===== src/rtl/reaction_pkg.sv =====
// Shared definitions for the reaction-time tester.
//   state_e    : sequencer states
//   dbg_t      : debug snapshot of sequencer state, LFSR and ms counters
//   LFSR_TAPS  : Galois mask for x^16+x^14+x^13+x^11
//   MS_W       : width of the delay and elapsed millisecond counters
//   lfsr_step  : one right-shift Galois LFSR step
package reaction_pkg;

  localparam int          MS_W      = 14;
  localparam logic [15:0] LFSR_TAPS = 16'hB400;

  typedef enum logic [2:0] {
    ST_IDLE  = 3'd0,
    ST_DELAY = 3'd1,
    ST_RUN   = 3'd2,
    ST_DONE  = 3'd3,
    ST_FOUL  = 3'd4,
    ST_CLEAR = 3'd5
  } state_e;

  typedef struct packed {
    state_e            state;
    logic [15:0]       lfsr;
    logic [MS_W-1:0]   delay_ms;
    logic [MS_W-1:0]   elapsed_ms;
  } dbg_t;

  // Bit 0 shifts out and, when set, folds the tap mask back into the register.
  function automatic logic [15:0] lfsr_step(input logic [15:0] v);
    lfsr_step = {1'b0, v[15:1]} ^ (v[0] ? LFSR_TAPS : 16'h0000);
  endfunction

endpackage


===== src/rtl/ms_prescaler.sv =====
// Millisecond prescaler for the reaction-time tester.
//   clk   in  system clock
//   rst_n in  synchronous reset, active low
//   clr   in  restart the divider from 0 (state entry)
//   run   in  count while high, hold while low
//   tick  out one-cycle strobe on the cycle the divider wraps
// The first tick after clr is seen CLK_PER_MS clock edges later.
module ms_prescaler #(
  parameter int CLK_PER_MS = 50000
) (
  input  logic clk,
  input  logic rst_n,
  input  logic clr,
  input  logic run,
  output logic tick
);

  localparam int            CW   = $clog2(CLK_PER_MS);
  localparam logic [CW-1:0] LAST = CW'(CLK_PER_MS - 1);

  logic [CW-1:0] r_cnt;

  // Not gated by clr: the DELAY->RUN tick itself is what asserts clr.
  assign tick = run && (r_cnt == LAST);

  always_ff @(posedge clk) begin
    if (!rst_n) begin
      r_cnt <= '0;
    end else if (clr) begin
      r_cnt <= '0;
    end else if (run) begin
      r_cnt <= (r_cnt == LAST) ? '0 : r_cnt + 1'b1;
    end
  end

endmodule


===== src/rtl/reaction_timer_ctrl.sv =====
// Top-level sequencer for the reaction-time tester.
// Runs start -> random delay -> GO -> press, drives the BCD counter chain
// (enable/stop/tick) and flags false starts and timeouts.
//   clk        in  system clock
//   rst_n      in  synchronous reset, active low
//   start_btn  in  start button level (debounced, synchronised)
//   react_btn  in  reaction button level (debounced, synchronised)
//   cnt_enable out counter-chain enable, 0 clears the digits
//   cnt_stop   out counter-chain stop, 1 freezes the count for display
//   cnt_tick   out one-clk pulse per ms while running
//   led_go     out GO lamp
//   done       out result valid
//   foul       out false start
//   timeout    out result ended by the MAX_MS limit
//   dbg        out state / LFSR / counter snapshot
// All outputs are registered and decoded from the next state, so they change
// on the same edge as the state.
module reaction_timer_ctrl
  import reaction_pkg::*;
#(
  parameter int          CLK_PER_MS      = 50000,
  parameter int          DELAY_MIN_MS    = 1000,
  parameter int          DELAY_SPAN_BITS = 11,
  parameter int          MAX_MS          = 9999,
  parameter logic [15:0] LFSR_SEED       = 16'hACE1
) (
  input  logic clk,
  input  logic rst_n,
  input  logic start_btn,
  input  logic react_btn,
  output logic cnt_enable,
  output logic cnt_stop,
  output logic cnt_tick,
  output logic led_go,
  output logic done,
  output logic foul,
  output logic timeout,
  output dbg_t dbg
);

  localparam logic [MS_W-1:0] DELAY_MIN = MS_W'(DELAY_MIN_MS);
  localparam logic [MS_W-1:0] LIMIT_M1  = MS_W'(MAX_MS - 1);

  state_e          r_state;
  logic [15:0]     r_lfsr;
  logic [MS_W-1:0] r_delay_ms;
  logic [MS_W-1:0] r_elapsed_ms;
  logic            r_start_q;
  logic            r_react_q;
  logic            r_cnt_enable;
  logic            r_cnt_stop;
  logic            r_cnt_tick;
  logic            r_led_go;
  logic            r_done;
  logic            r_foul;
  logic            r_timeout;

  state_e          w_next;
  logic            w_limit_exit;
  logic            w_start_rise;
  logic            w_react_rise;
  logic            w_ms_tick;
  logic            w_clr;
  logic            w_run;
  logic            w_enter_delay;
  logic [MS_W-1:0] w_new_delay;

  assign w_start_rise  = start_btn & ~r_start_q;
  assign w_react_rise  = react_btn & ~r_react_q;
  assign w_enter_delay = (w_next == ST_DELAY) && (r_state != ST_DELAY);
  assign w_run         = (r_state == ST_DELAY) || (r_state == ST_RUN);
  assign w_clr         = w_enter_delay || ((w_next == ST_RUN) && (r_state != ST_RUN));
  assign w_new_delay   = DELAY_MIN +
                         {{(MS_W-DELAY_SPAN_BITS){1'b0}}, r_lfsr[DELAY_SPAN_BITS-1:0]};

  ms_prescaler #(.CLK_PER_MS(CLK_PER_MS)) u_presc (
    .clk   (clk),
    .rst_n (rst_n),
    .clr   (w_clr),
    .run   (w_run),
    .tick  (w_ms_tick)
  );

  // Next state. The reaction press takes priority over a coincident tick in
  // both DELAY (foul beats GO) and RUN (press beats the limit).
  always_comb begin
    w_next       = r_state;
    w_limit_exit = 1'b0;
    case (r_state)
      ST_IDLE:  if (w_start_rise) w_next = ST_DELAY;
      ST_DELAY: begin
        if (w_react_rise)                           w_next = ST_FOUL;
        else if (w_ms_tick && (r_delay_ms == 1))    w_next = ST_RUN;
      end
      ST_RUN: begin
        if (w_react_rise) begin
          w_next = ST_DONE;
        end else if (w_ms_tick && (r_elapsed_ms == LIMIT_M1)) begin
          w_next       = ST_DONE;
          w_limit_exit = 1'b1;
        end
      end
      ST_DONE:  if (w_start_rise) w_next = ST_CLEAR;
      ST_FOUL:  if (w_start_rise) w_next = ST_CLEAR;
      ST_CLEAR: w_next = ST_DELAY;
      default:  w_next = ST_IDLE;
    endcase
  end

  always_ff @(posedge clk) begin
    if (!rst_n) begin
      r_state      <= ST_IDLE;
      r_lfsr       <= LFSR_SEED;
      r_delay_ms   <= '0;
      r_elapsed_ms <= '0;
      r_start_q    <= 1'b0;
      r_react_q    <= 1'b0;
      r_cnt_enable <= 1'b0;
      r_cnt_stop   <= 1'b0;
      r_cnt_tick   <= 1'b0;
      r_led_go     <= 1'b0;
      r_done       <= 1'b0;
      r_foul       <= 1'b0;
      r_timeout    <= 1'b0;
    end else begin
      r_state   <= w_next;
      r_lfsr    <= lfsr_step(r_lfsr);
      r_start_q <= start_btn;
      r_react_q <= react_btn;

      // A fresh delay is drawn every time DELAY is entered (IDLE or CLEAR).
      if (w_enter_delay)
        r_delay_ms <= w_new_delay;
      else if ((r_state == ST_DELAY) && w_ms_tick)
        r_delay_ms <= r_delay_ms - 1'b1;

      if (w_enter_delay)
        r_elapsed_ms <= '0;
      else if ((r_state == ST_RUN) && w_ms_tick)
        r_elapsed_ms <= r_elapsed_ms + 1'b1;

      // Every ms counted in RUN is forwarded, including the one that ends it,
      // so the display agrees with elapsed_ms.
      r_cnt_tick   <= (r_state == ST_RUN) && w_ms_tick;
      r_led_go     <= (w_next == ST_RUN);
      r_cnt_enable <= (w_next == ST_RUN) || (w_next == ST_DONE);
      r_cnt_stop   <= (w_next == ST_DONE);
      r_done       <= (w_next == ST_DONE);
      r_foul       <= (w_next == ST_FOUL);
      // Captured on the RUN->DONE edge, held while DONE persists.
      if (w_next == ST_DONE)
        r_timeout <= (r_state == ST_DONE) ? r_timeout : w_limit_exit;
      else
        r_timeout <= 1'b0;
    end
  end

  assign cnt_enable = r_cnt_enable;
  assign cnt_stop   = r_cnt_stop;
  assign cnt_tick   = r_cnt_tick;
  assign led_go     = r_led_go;
  assign done       = r_done;
  assign foul       = r_foul;
  assign timeout    = r_timeout;

  assign dbg.state      = r_state;
  assign dbg.lfsr       = r_lfsr;
  assign dbg.delay_ms   = r_delay_ms;
  assign dbg.elapsed_ms = r_elapsed_ms;

endmodule


===== config.mk =====
export PLATFORM = sky130hd
export DESIGN_NAME = reaction_timer_ctrl
export DESIGN_NICKNAME = d
export VERILOG_FILES = /design/src/rtl/reaction_pkg.sv /design/src/rtl/ms_prescaler.sv /design/src/rtl/reaction_timer_ctrl.sv
export SDC_FILE = /design/constraint.sdc
export NUM_CORES = 1
export LEC_CHECK = 0
export BUFFER_PORTS_ARGS = -buffer_cell sky130_fd_sc_hd__buf_2
export CELL_PAD_IN_SITES_DETAIL_PLACEMENT = 1
export CELL_PAD_IN_SITES_GLOBAL_PLACEMENT = 2
export CORE_UTILIZATION = 33
export CTS_BUF_LIST = sky130_fd_sc_hd__clkbuf_16
export DETAILED_ROUTE_END_ITERATION = 8
export GPL_TIMING_DRIVEN = 1
export PLACE_DENSITY_LB_ADDON = 0.08
export SYNTH_ARGS = -nofsm -noshare
export SYNTH_HDL_FRONTEND = slang
export SYNTH_SLANG_ARGS = --single-unit

===== constraint.sdc =====
create_clock -name clk -period 3 [get_ports clk]
set_clock_uncertainty 0.05 [all_clocks]
set_input_delay 0.6 -clock clk [delete_from_list [all_inputs] [get_ports clk]]
set_output_delay 0.6 -clock clk [all_outputs]
set_load 0.02 [all_outputs]

# == After elaboration in Yosys (flattened, before gate mapping) ==
# Cells that the tools add are included.
# word_totals
out_inout_bits,54
in_bits,4
wordCells,67
ff_bits,71
# classes
muxes,14
n_addsub,4
n_bitwise,6
n_reduce_logical,16
eq_ne,14
# ops
cell,n
2-to-1 mux 16 bit,2
2-to-1 mux 14 bit,2
2-to-1 mux 3 bit,6
"adder 16 x 1 -> 16 bit, second input constant",1
"== test 16 bit, second input constant",1
XOR 15 x 16 -> 16 bit,1
case mux 3 bit (5 select lines),1
"adder 14 x 1 -> 14 bit, second input constant",1
"== test 14 x 1 -> 1 bit, second input constant",1
"== test 14 bit, second input constant",1
"subtractor 14 x 1 -> 14 bit, second input constant",1
"adder 10 x 11 -> 12 bit, first input constant",1
"== test 3 x 2 -> 1 bit, second input constant",4
"== test 3 bit, second input constant",3
logical AND 1 bit,7
"== test 3 x 1 -> 1 bit, second input constant",2
OR reduction 2 bit,3
zero test 3 bit,1
logical OR 1 bit,3
2-to-1 mux 1 bit,3
"!= test 3 x 1 -> 1 bit, second input constant",1
"!= test 3 x 2 -> 1 bit, second input constant",1
NOT 1 bit,3
bitwise AND 1 bit,2
2 further kinds,2

# == Depth between registers and ports, before layout ==
# Gate-level depths: netlist of the first run.
# depth
word_depth,11
mapped_depth,9
depth_no_buf,8

# == Modules after synthesis ==
# Synthesis of the first run repeated with hierarchy kept, for this count alone.
# unflattened
hier_cells,362
area_unflattened_um2,3283.1
# by_module_without_submodules
mod,instances,seq_area_each_um2,area_per_inst_um2,cells_per_inst
reaction_timer_ctrl,1,1101.1,2521.2,277
ms_prescaler,1,320.3,762.0,85

# == Least setup slack after synthesis of the first run ==
# No wires, ideal clock.
# synth_timing
path_type,flip-flop to flip-flop
from,reg r_state[0]
to,reg u_presc.r_cnt[11]
required_time_ns,2.886
stages_incl_launch_ff,10
t_arrival_ns,2.492
n_path_buf,3
slack_ns,0.394
period_less_slack_ns,2.606
path_cell_list,dfxtp_1 -> buf_2 -> xnor2_1 -> or2_1 -> buf_2 -> or4_4 -> a211oi_2 -> o221ai_2 -> buf_6 -> nor2_1
# synth_via
elab_chain_len,11
# synth_rtl
element,line_no,rtl
"start, declared",reaction_timer_ctrl.sv:44,state_e r_state;
"start signal, assigned",reaction_timer_ctrl.sv:126,r_state <= w_next;
== test 3 x 1 -> 1 bit or == test 3 x 2 -> 1 bit (tied branches),"reaction_timer_ctrl.sv:71, reaction_timer_ctrl.sv:89",
logical OR 1 bit,reaction_timer_ctrl.sv:71,assign w_run = (r_state == ST_DELAY) || (r_state == ST_RUN);
logical AND 1 bit,ms_prescaler.sv:24,assign tick = run && (r_cnt == LAST);
"logical AND 1 bit, on equally long branches","reaction_timer_ctrl.sv:98, reaction_timer_ctrl.sv:93",
"2-to-1 mux 3 bit, on equally long branches","reaction_timer_ctrl.sv:98, reaction_timer_ctrl.sv:93",
"2-to-1 mux 3 bit, on equally long branches","reaction_timer_ctrl.sv:96, reaction_timer_ctrl.sv:92",
case mux 3 bit (5 select lines),reaction_timer_ctrl.sv:89,case (r_state)
== test 3 x 1 -> 1 bit or == test 3 x 2 -> 1 bit (tied branches),"reaction_timer_ctrl.sv:70, reaction_timer_ctrl.sv:72",
"logical AND 1 bit, on equally long branches","reaction_timer_ctrl.sv:70, reaction_timer_ctrl.sv:72",
logical OR 1 bit,reaction_timer_ctrl.sv:72,assign w_clr = w_enter_delay || ((w_next == ST_RUN) && (r_state != ST_RUN));
OR reduction 2 bit (no source line),--,
"end signal, assigned",ms_prescaler.sv:32,r_cnt <= (r_cnt == LAST) ? '0 : r_cnt + 1'b1;
"end, declared",ms_prescaler.sv:21,logic [CW-1:0] r_cnt;
# Parallel ways exist; a longest one is shown, timed or not.
# A chain may end at the register's enable or synchronous reset.

# == Final worst setup path of the first run ==
# layout_timing
from,reg u_presc.r_cnt[11]
to,reg r_delay_ms[3]
# layout_via
elab_chain_len,9
# layout_rtl
element,line_no,rtl
== test 16 bit *,ms_prescaler.sv:24,
logical AND 1 bit *,ms_prescaler.sv:24,
"logical AND 1 bit, on equally long branches","reaction_timer_ctrl.sv:98, reaction_timer_ctrl.sv:93",
"2-to-1 mux 3 bit, on equally long branches","reaction_timer_ctrl.sv:98, reaction_timer_ctrl.sv:93",
"2-to-1 mux 3 bit, on equally long branches","reaction_timer_ctrl.sv:96, reaction_timer_ctrl.sv:92",
case mux 3 bit (5 select lines),reaction_timer_ctrl.sv:89,
== test 3 x 1 -> 1 bit,reaction_timer_ctrl.sv:70,assign w_enter_delay = (w_next == ST_DELAY) && (r_state != ST_DELAY);
logical AND 1 bit,reaction_timer_ctrl.sv:70,
2-to-1 mux 14 bit or nonzero test 2 bit (tied branches),--,
"end signal, assigned",reaction_timer_ctrl.sv:133,r_delay_ms <= w_new_delay;
"end signal, assigned",reaction_timer_ctrl.sv:135,r_delay_ms <= r_delay_ms - 1'b1;
"end, declared",reaction_timer_ctrl.sv:46,logic [MS_W-1:0] r_delay_ms;
# Mark *: on every way between the ends. The rest lies on a longest branch, timed or not.

==> results of run 1 <==
[logic make-up (layout without fill, tap and decap cells)]
logic type	Yosys count	count (layout)	share of synthesized area [%]
AO/OA/AOI/OAI	37	37	8.07
XOR/XNOR	50	50	13.3
adder cells (fa/ha/maj)	6	6	2.28
buffers and inverters	20	98	3.20
flip-flops	71	71	43.2
multiplexers	1	1	0.304
AND/OR/NAND/NOR	183	183	29.6
[registers in the layout, indices dropped and copies added (netlist names), 3 cells and up]
name and count:
r_delay_ms 14, u_presc.r_cnt 16, r_state 3, r_elapsed_ms 14, r_lfsr 16
[critical path, delay by kind of cell, from the launching register on]
family	cells	cell delay, ns
and+or+nand+nor	4	1.49
AOI/OAI and AO/OA	2	0.52
DFF	1	0.35
buffers and inverters	1	0.25
[cell type report]
type / count / area share [%]
clock buffer: 9 / 5.48
inverter: 7 / 0.640
sequential: 71 / 34.6
multi-input combinational: 277 / 43.0
clock inverter: 7 / 1.95
tap: 133 / 4.05
timing repair buffer: 75 / 10.2
[path summary, 6_finish.rpt]
kind | depth (start not counted) | startpoint | end
max | 7 | u_presc.r_cnt[11]$_SDFFE_PP0P_ | r_delay_ms[3]$_SDFFE_PN0P_
min | 1 | r_lfsr[12]$_SDFF_PN0_ | r_lfsr[11]$_SDFF_PN1_
max reg2reg | 7 | u_presc.r_cnt[11]$_SDFFE_PP0P_ | r_delay_ms[3]$_SDFFE_PN0P_
min reg2reg | 1 | r_lfsr[12]$_SDFF_PN0_ | r_lfsr[11]$_SDFF_PN1_
[power groups by stage]
| stage | Clock, mW | Combinational, mW | Sequential, mW |
|---|---|---|---|
| after CTS | 1.14 | 0.346 | 1.03 |
| after global placement | 0 | 0.340 | 1.05 |
| after detailed placement | 0 | 0.344 | 1.05 |
| after floorplan | 0 | 0.181 | 1.09 |
| final | 1.11 | 0.340 | 1.03 |
| after global routing | 1.19 | 0.376 | 1.04 |
[cell usage after synthesis, types with 2 or more instances]
| master | instances |
|---|---|
| nand3_1 | 20 |
| nor3b_1 | 3 |
| o31ai_1 | 2 |
| buf_6 | 3 |
| nand3b_1 | 3 |
| or3_1 | 4 |
| clkbuf_1 | 6 |
| nand2_1 | 20 |
| xor2_1 | 25 |
| a211oi_1 | 6 |
| nor2_1 | 51 |
| and2_1 | 16 |
| nor4_1 | 7 |
| and3_1 | 7 |
| inv_1 | 7 |
| nor4b_1 | 3 |
| nand4_1 | 14 |
| a21oi_1 | 10 |
| nor3_1 | 11 |
| a311oi_1 | 2 |
| o211ai_1 | 2 |
| xnor2_1 | 25 |
| nand2b_1 | 8 |
| ha_1 | 6 |
| nor2b_1 | 4 |
| o21ai_0 | 5 |
| buf_2 | 3 |
| and4_1 | 2 |
| or4_1 | 3 |
| dfxtp_1 | 71 |
| a221oi_1 | 2 |
| o41ai_1 | 2 |
[metal layers]
layer / up-vias / part of all wire [%] / track usage (%) / routed length [um]
met5: - / 0 / 0 / 0
met4: 0 / 1.7 / 7.25 / 148
met3: 9 / 3.1 / 3.97 / 274
met2: 46 / 48 / 31.3 / 4260
met1: 1375 / 48 / 23.9 / 4240
li1: 1438 / - / - / -
[what timing repair did]
action,4_1_cts,5_1_grt
hold buffers,0,0
setup endpoints to repair,0,15
gates resized for setup,0,1
==> results by group, run 1 <==
Synthesis
  – Synth Flop Type: dfxtp_1
  – Synth Cell Area: 3290 um^2
  – Largest cells by area after synthesis: dfxtp_1, xnor2_1, xor2_1
  – #FFs+latches synth: between 70 and 80
  – Post-synthesis cell count: approximately 370
  – Syn Nets: between 300 and 400
  – Async set-or-reset flop fraction in the synthesized netlist: 0%
  – Post-synth EDFFs: 0
  – Post-synth top area share: between 40 and 50%
  – Yosys warning count: 0
  – Avg Inst Size Synth: around 8.9 um^2
  – Post-synthesis sequential area ratio: ~43%
  – Post-synth cell types: 47
  – Synth area leader: dfxtp_1

Clock network
  – CTS tree: yes
  – Clock Path Buffers: 2
  – Clk_lat worst skew: 0.33 ns
  – TritonCTS buffer count: 9
  – CTS root buf: clkbuf_16
  – Setup Buffers After CTS: 0
  – Clk slew on worst S/H paths: 0.06 ns
  – CTS sink cnt: 71
  – H-Tree Level Count: 3

Timing
  – Relative slew slack: between 10% and 20%
  – Worst-Margin Slew: approximately 1.2 ns
  – Fin crit share: between 90 and 100%
  – Max Clk Rate: about 360 MHz
  – Final setup vio count: 0
  – RSZ-0062 raised after global routing: yes
  – Min Tclk post-route: 2.76 ns
  – Final setup TNS: 0 ns
  – Final Max Tran Viols: 0
  – WHS: 0.397 ns
  – Final setup margin: 0.243 ns
  – Final hold violations: 0

Power and ir drop
  – Comb pwr share: between 10% and 20%
  – Sw Share: 26.3%
  – Peak supply drop: ~0.23 mV
  – Pleak: 1.64 nW
  – Clk pwr share: 44.7%
  – Int Pwr: 1.83 mW
  – Switching power: between 600 and 700 uW
  – Pwr Density: about 600 nW/um^2
  – Total power: 2.48 mW
  – Sequential share of power: a little over two fifths

Drt
  – Post-Route WL: a little under 9 mm
  – TritonRoute pass-1 iters: 4
  – Via-per-instance ratio: between 4 and 5
  – DRC: 0
  – Post-DR wirelength/cell: around 15 um
  – Via count: between 2000 and 3000
  – Initial drt markers: 52
  – Final ANT Viol Nets: 0

Final layout
  – Fillers: about 1200
  – N_diodes: 0
  – Nets: between 400 and 500
  – Most common cell after layout, fill and taps aside: dfxtp_1
  – Share of post-route cells with drive strength above 1: between 20% and 30%
  – Post-route cell area: 4110 um^2
  – Post-Layout Cell Count: 579
  – Area delta synth->final: 24.9%
  – Final core occ: a little over two fifths
  – Area of the multi-input gates: 1770 um^2
  – Reg area: ~1400 um^2
  – Commonest cells after routing, fill and taps aside: dfxtp_1, buf_2, nor2_1

Die
  – Die width: ~100 um
  – Die Ht: roughly 100 um
  – Row Count: 36
  – Starting Density: roughly 34%
  – I/O pin count: 58
  – Core ar.: 9730 um^2
  – Die Area: slightly above 10000 um^2

Critical path
  – CP arrival: just under 3 ns
  – Req. time, crit path: roughly 3.2 ns
  – Worst setup SP type: register
  – Largest stage delay, worst path: approximately 0.59 ns
  – Reg-to-reg slack, setup: 0.24 ns
  – Max stage delay cell, worst path: or4_4
  – Worst-path maximum fanout: 9
  – CP cell instances: nor4_1 > nand4_1 > or4_4 > a211oi_2 > buf_4 > o211ai_1 > and3_1
  – CP endpoint kind: register
  – Crit Path Category: register to register

Global routing
  – Initial antenna violation count: 0
  – Tot GR Track Use: a little under a fifth
  – First-pass GRT wire length: about 15 mm
  – Largest net degree at the start of global routing: 23
  – Number of global-route vias before repair: roughly 2900
  – Total grt overflow: 0

Worst hold path
  – Worst Hold Class: register to register

Placed design
  – DP Cell Count: about 560
  – DP Area: ~3800 um^2
  – Port Buffers: 57
  – Post-DP HPWL: ~6.4 mm
  – GPL Wtd Cong: ~0.76
  – Pre-CTS setup slack: ~0.18 ns

Job
  – Max cap viols: 0

Run status
  – Status: finished, final reports clean
Power figures use the tool's default switching activity.
==> run 2, diff against run 1 <==
Settings changed: CORE_UTILIZATION 33 to 30.
==> run 2 against run 1 <==
- critical endpoint unchanged
- worst hold slack better by 0.0035 ns
- design area down 0.55%
- wire length up 2.1%
- global-route usage down 1.7 points
- clock power about the same
- critical path depth unchanged
==> results by group, run 2 (synthesis results as in run 1) <==
Run status
  – Status: finished, final reports clean

Final layout
  – Post-route cell area: between 4000 and 5000 um^2
  – Largest regs: r_lfsr x16, u_presc.r_cnt x16
  – Most common cell after layout, fill and taps aside: dfxtp_1
  – Fillers: about 1300
  – N_diodes: 0
  – Nets: 448
  – Post-Layout Cell Count: between 500 and 600
  – Share of post-route cells with drive strength above 1: approximately 22%
  – Commonest cells after routing, fill and taps aside: dfxtp_1, buf_2, nor2_1
  – Area delta synth->final: 24.2%

Critical path
  – CP endpoint: r_delay_ms[3]$_SDFFE_PN0P_
  – Worst setup SP type: register
  – Req. time, crit path: ~3.2 ns
  – R2R depth: 7
  – Setup crit start: u_presc.r_cnt[4]$_SDFFE_PP0P_
  – CP arrival: 2.94 ns
  – CP endpoint kind: register
  – Crit Path Category: register to register
  – Max stage delay cell, worst path: or4_4
  – R2r startpoint: u_presc.r_cnt[4]$_SDFFE_PP0P_
  – Worst-path maximum fanout: 11
  – Largest stage delay, worst path: ~0.60 ns
  – Reg-to-reg slack, setup: 0.23 ns
  – Worst reg2reg endpoint: r_delay_ms[3]$_SDFFE_PN0P_
  – CP cell instances: nor4b_1 > nand4_1 > or4_4 > a211oi_2 > buf_4 > o211ai_1 > and3_1

Global routing
  – Largest net degree at the start of global routing: 23
  – Tot GR Track Use: about 17%
  – Grt peak-use layer: met2
  – Number of global-route vias before repair: 2978
  – Grt met2 use: between 20 and 30%
  – Met3 Use GR: ~3.8%
  – First-pass GRT wire length: ~15 mm
  – Initial antenna violation count: 0
  – Total grt overflow: 0
  – Grt met1 use: 21.4%

Drt
  – Initial drt markers: 67
  – Via-per-instance ratio: 4.96
  – Post-Route WL: 9.12 mm
  – DRC: 0
  – Via count: approximately 2900
  – Post-DR wirelength/cell: ~16 um
  – TritonRoute pass-1 iters: 4
  – Final ANT Viol Nets: 0

Power and ir drop
  – Pleak: approximately 1.6 nW
  – Peak supply drop: around 0.25 mV
  – Pwr Density: roughly 600 nW/um^2

Timing
  – Worst-Margin Slew: approximately 1.2 ns
  – RSZ-0062 raised after global routing: no
  – Max Clk Rate: approximately 360 MHz
  – Final hold violations: 0
  – Min Tclk post-route: 2.77 ns
  – Final setup vio count: 0
  – Fin crit share: a little over 90%
  – Final setup TNS: 0 ns
  – Relative slew slack: about 17%
  – Final Max Tran Viols: 0
  – Final setup margin: between 0.2 and 0.25 ns

Clock network
  – Clk slew on worst S/H paths: about 0.060 ns
  – Clk_lat worst skew: approximately 0.33 ns
  – CTS tree: yes
  – Clock Path Buffers: 2
  – CTS sink cnt: a little over 70
  – Post-CTS Hold Buffers: 0
  – CTS root buf: clkbuf_16
  – TritonCTS buffer count: 9
  – H-Tree Level Count: 3
  – Setup Buffers After CTS: 0

Die
  – Die width: ~110 um
  – Die Area: between 10000 and 15000 um^2
  – Starting Density: a little under a third
  – Row Count: 37
  – I/O pin count: between 50 and 60
  – Die Ht: around 110 um
  – Core ar.: around 10000 um^2

Worst hold path
  – Worst Hold Class: register to register

Placed design
  – Port Buffers: 57
  – Post-DP HPWL: approximately 6.6 mm
  – DP Area: 3780 um^2
  – GPL Wtd Cong: about 0.73
  – DP Cell Count: between 500 and 600
  – Pre-CTS setup slack: between 0.2 and 0.25 ns

Job
  – Max cap viols: 0
run 2: layer usage:
layer | vias up | share of wire [%]
li1 | 1435 | -
met5 | - | 0
met3 | 8 | 3.0
met1 | 1381 | 47
met2 | 50 | 49
met4 | 0 | 1.2
run 2: metrics by stage:
step	power (mW)	hold slack [ns]	util [%]
3_5_place_dp	1.38	0.377	36.1
4_1_cts	2.49	0.405	39.0
5_1_grt	2.56	0.417	39.0
3_3_place_gp	1.38	0.382	36.1
2_1_floorplan	1.27	0.399	-
6_report	2.45	0.401	39.0
run 2: cell type report:
class                      count  area (um^2)  area share (%)
clock buffer                   9          225            5.51
tap                          136          170            4.17
sequential                    71         1420            34.8
multi-input combinational    277         1770            43.3
timing repair buffer          72          398            9.74
inverter                       7         26.3           0.643
clock inverter                 7         76.3            1.87
run 2: what timing repair did:
| item | in CTS | in global routing |
|---|---|---|
| endpoints found under the setup margin | 0 | 2 |
| resized for setup | 0 | 1 |
| endpoints found under the hold margin | 0 | 0 |
run 2: how the worst min path moves through the flow:
stage | cells past startpoint | start | endpoint | slack [ns]
after floorplan | 2 | u_presc.r_cnt[1]$_SDFFE_PP0P_ | u_presc.r_cnt[1]$_SDFFE_PP0P_ | 0.40
after global placement | 1 | r_lfsr[12]$_SDFF_PN0_ | r_lfsr[11]$_SDFF_PN1_ | 0.38
after detailed placement | 1 | r_lfsr[12]$_SDFF_PN0_ | r_lfsr[11]$_SDFF_PN1_ | 0.38
after CTS | 1 | r_lfsr[12]$_SDFF_PN0_ | r_lfsr[11]$_SDFF_PN1_ | 0.40
after global routing | 1 | r_lfsr[12]$_SDFF_PN0_ | r_lfsr[11]$_SDFF_PN1_ | 0.42
final | 1 | r_lfsr[12]$_SDFF_PN0_ | r_lfsr[11]$_SDFF_PN1_ | 0.40
run 2: where the power goes:
part | total [mW] | internal (mW) | switching [mW]
clock network | 1.09 | 0.651 | 0.439
logic | 0.326 | 0.120 | 0.207
registers | 1.03 | 0.984 | 0.0483
run 2: worst max-delay path: cells and delay by family, from the launching register on:
family / cells / cell delay (ns)
AO/OA/AOI/OAI: 2 / 0.47
flip-flops: 1 / 0.37
AND/OR/NAND/NOR: 4 / 1.52
buffers and inverters: 1 / 0.25
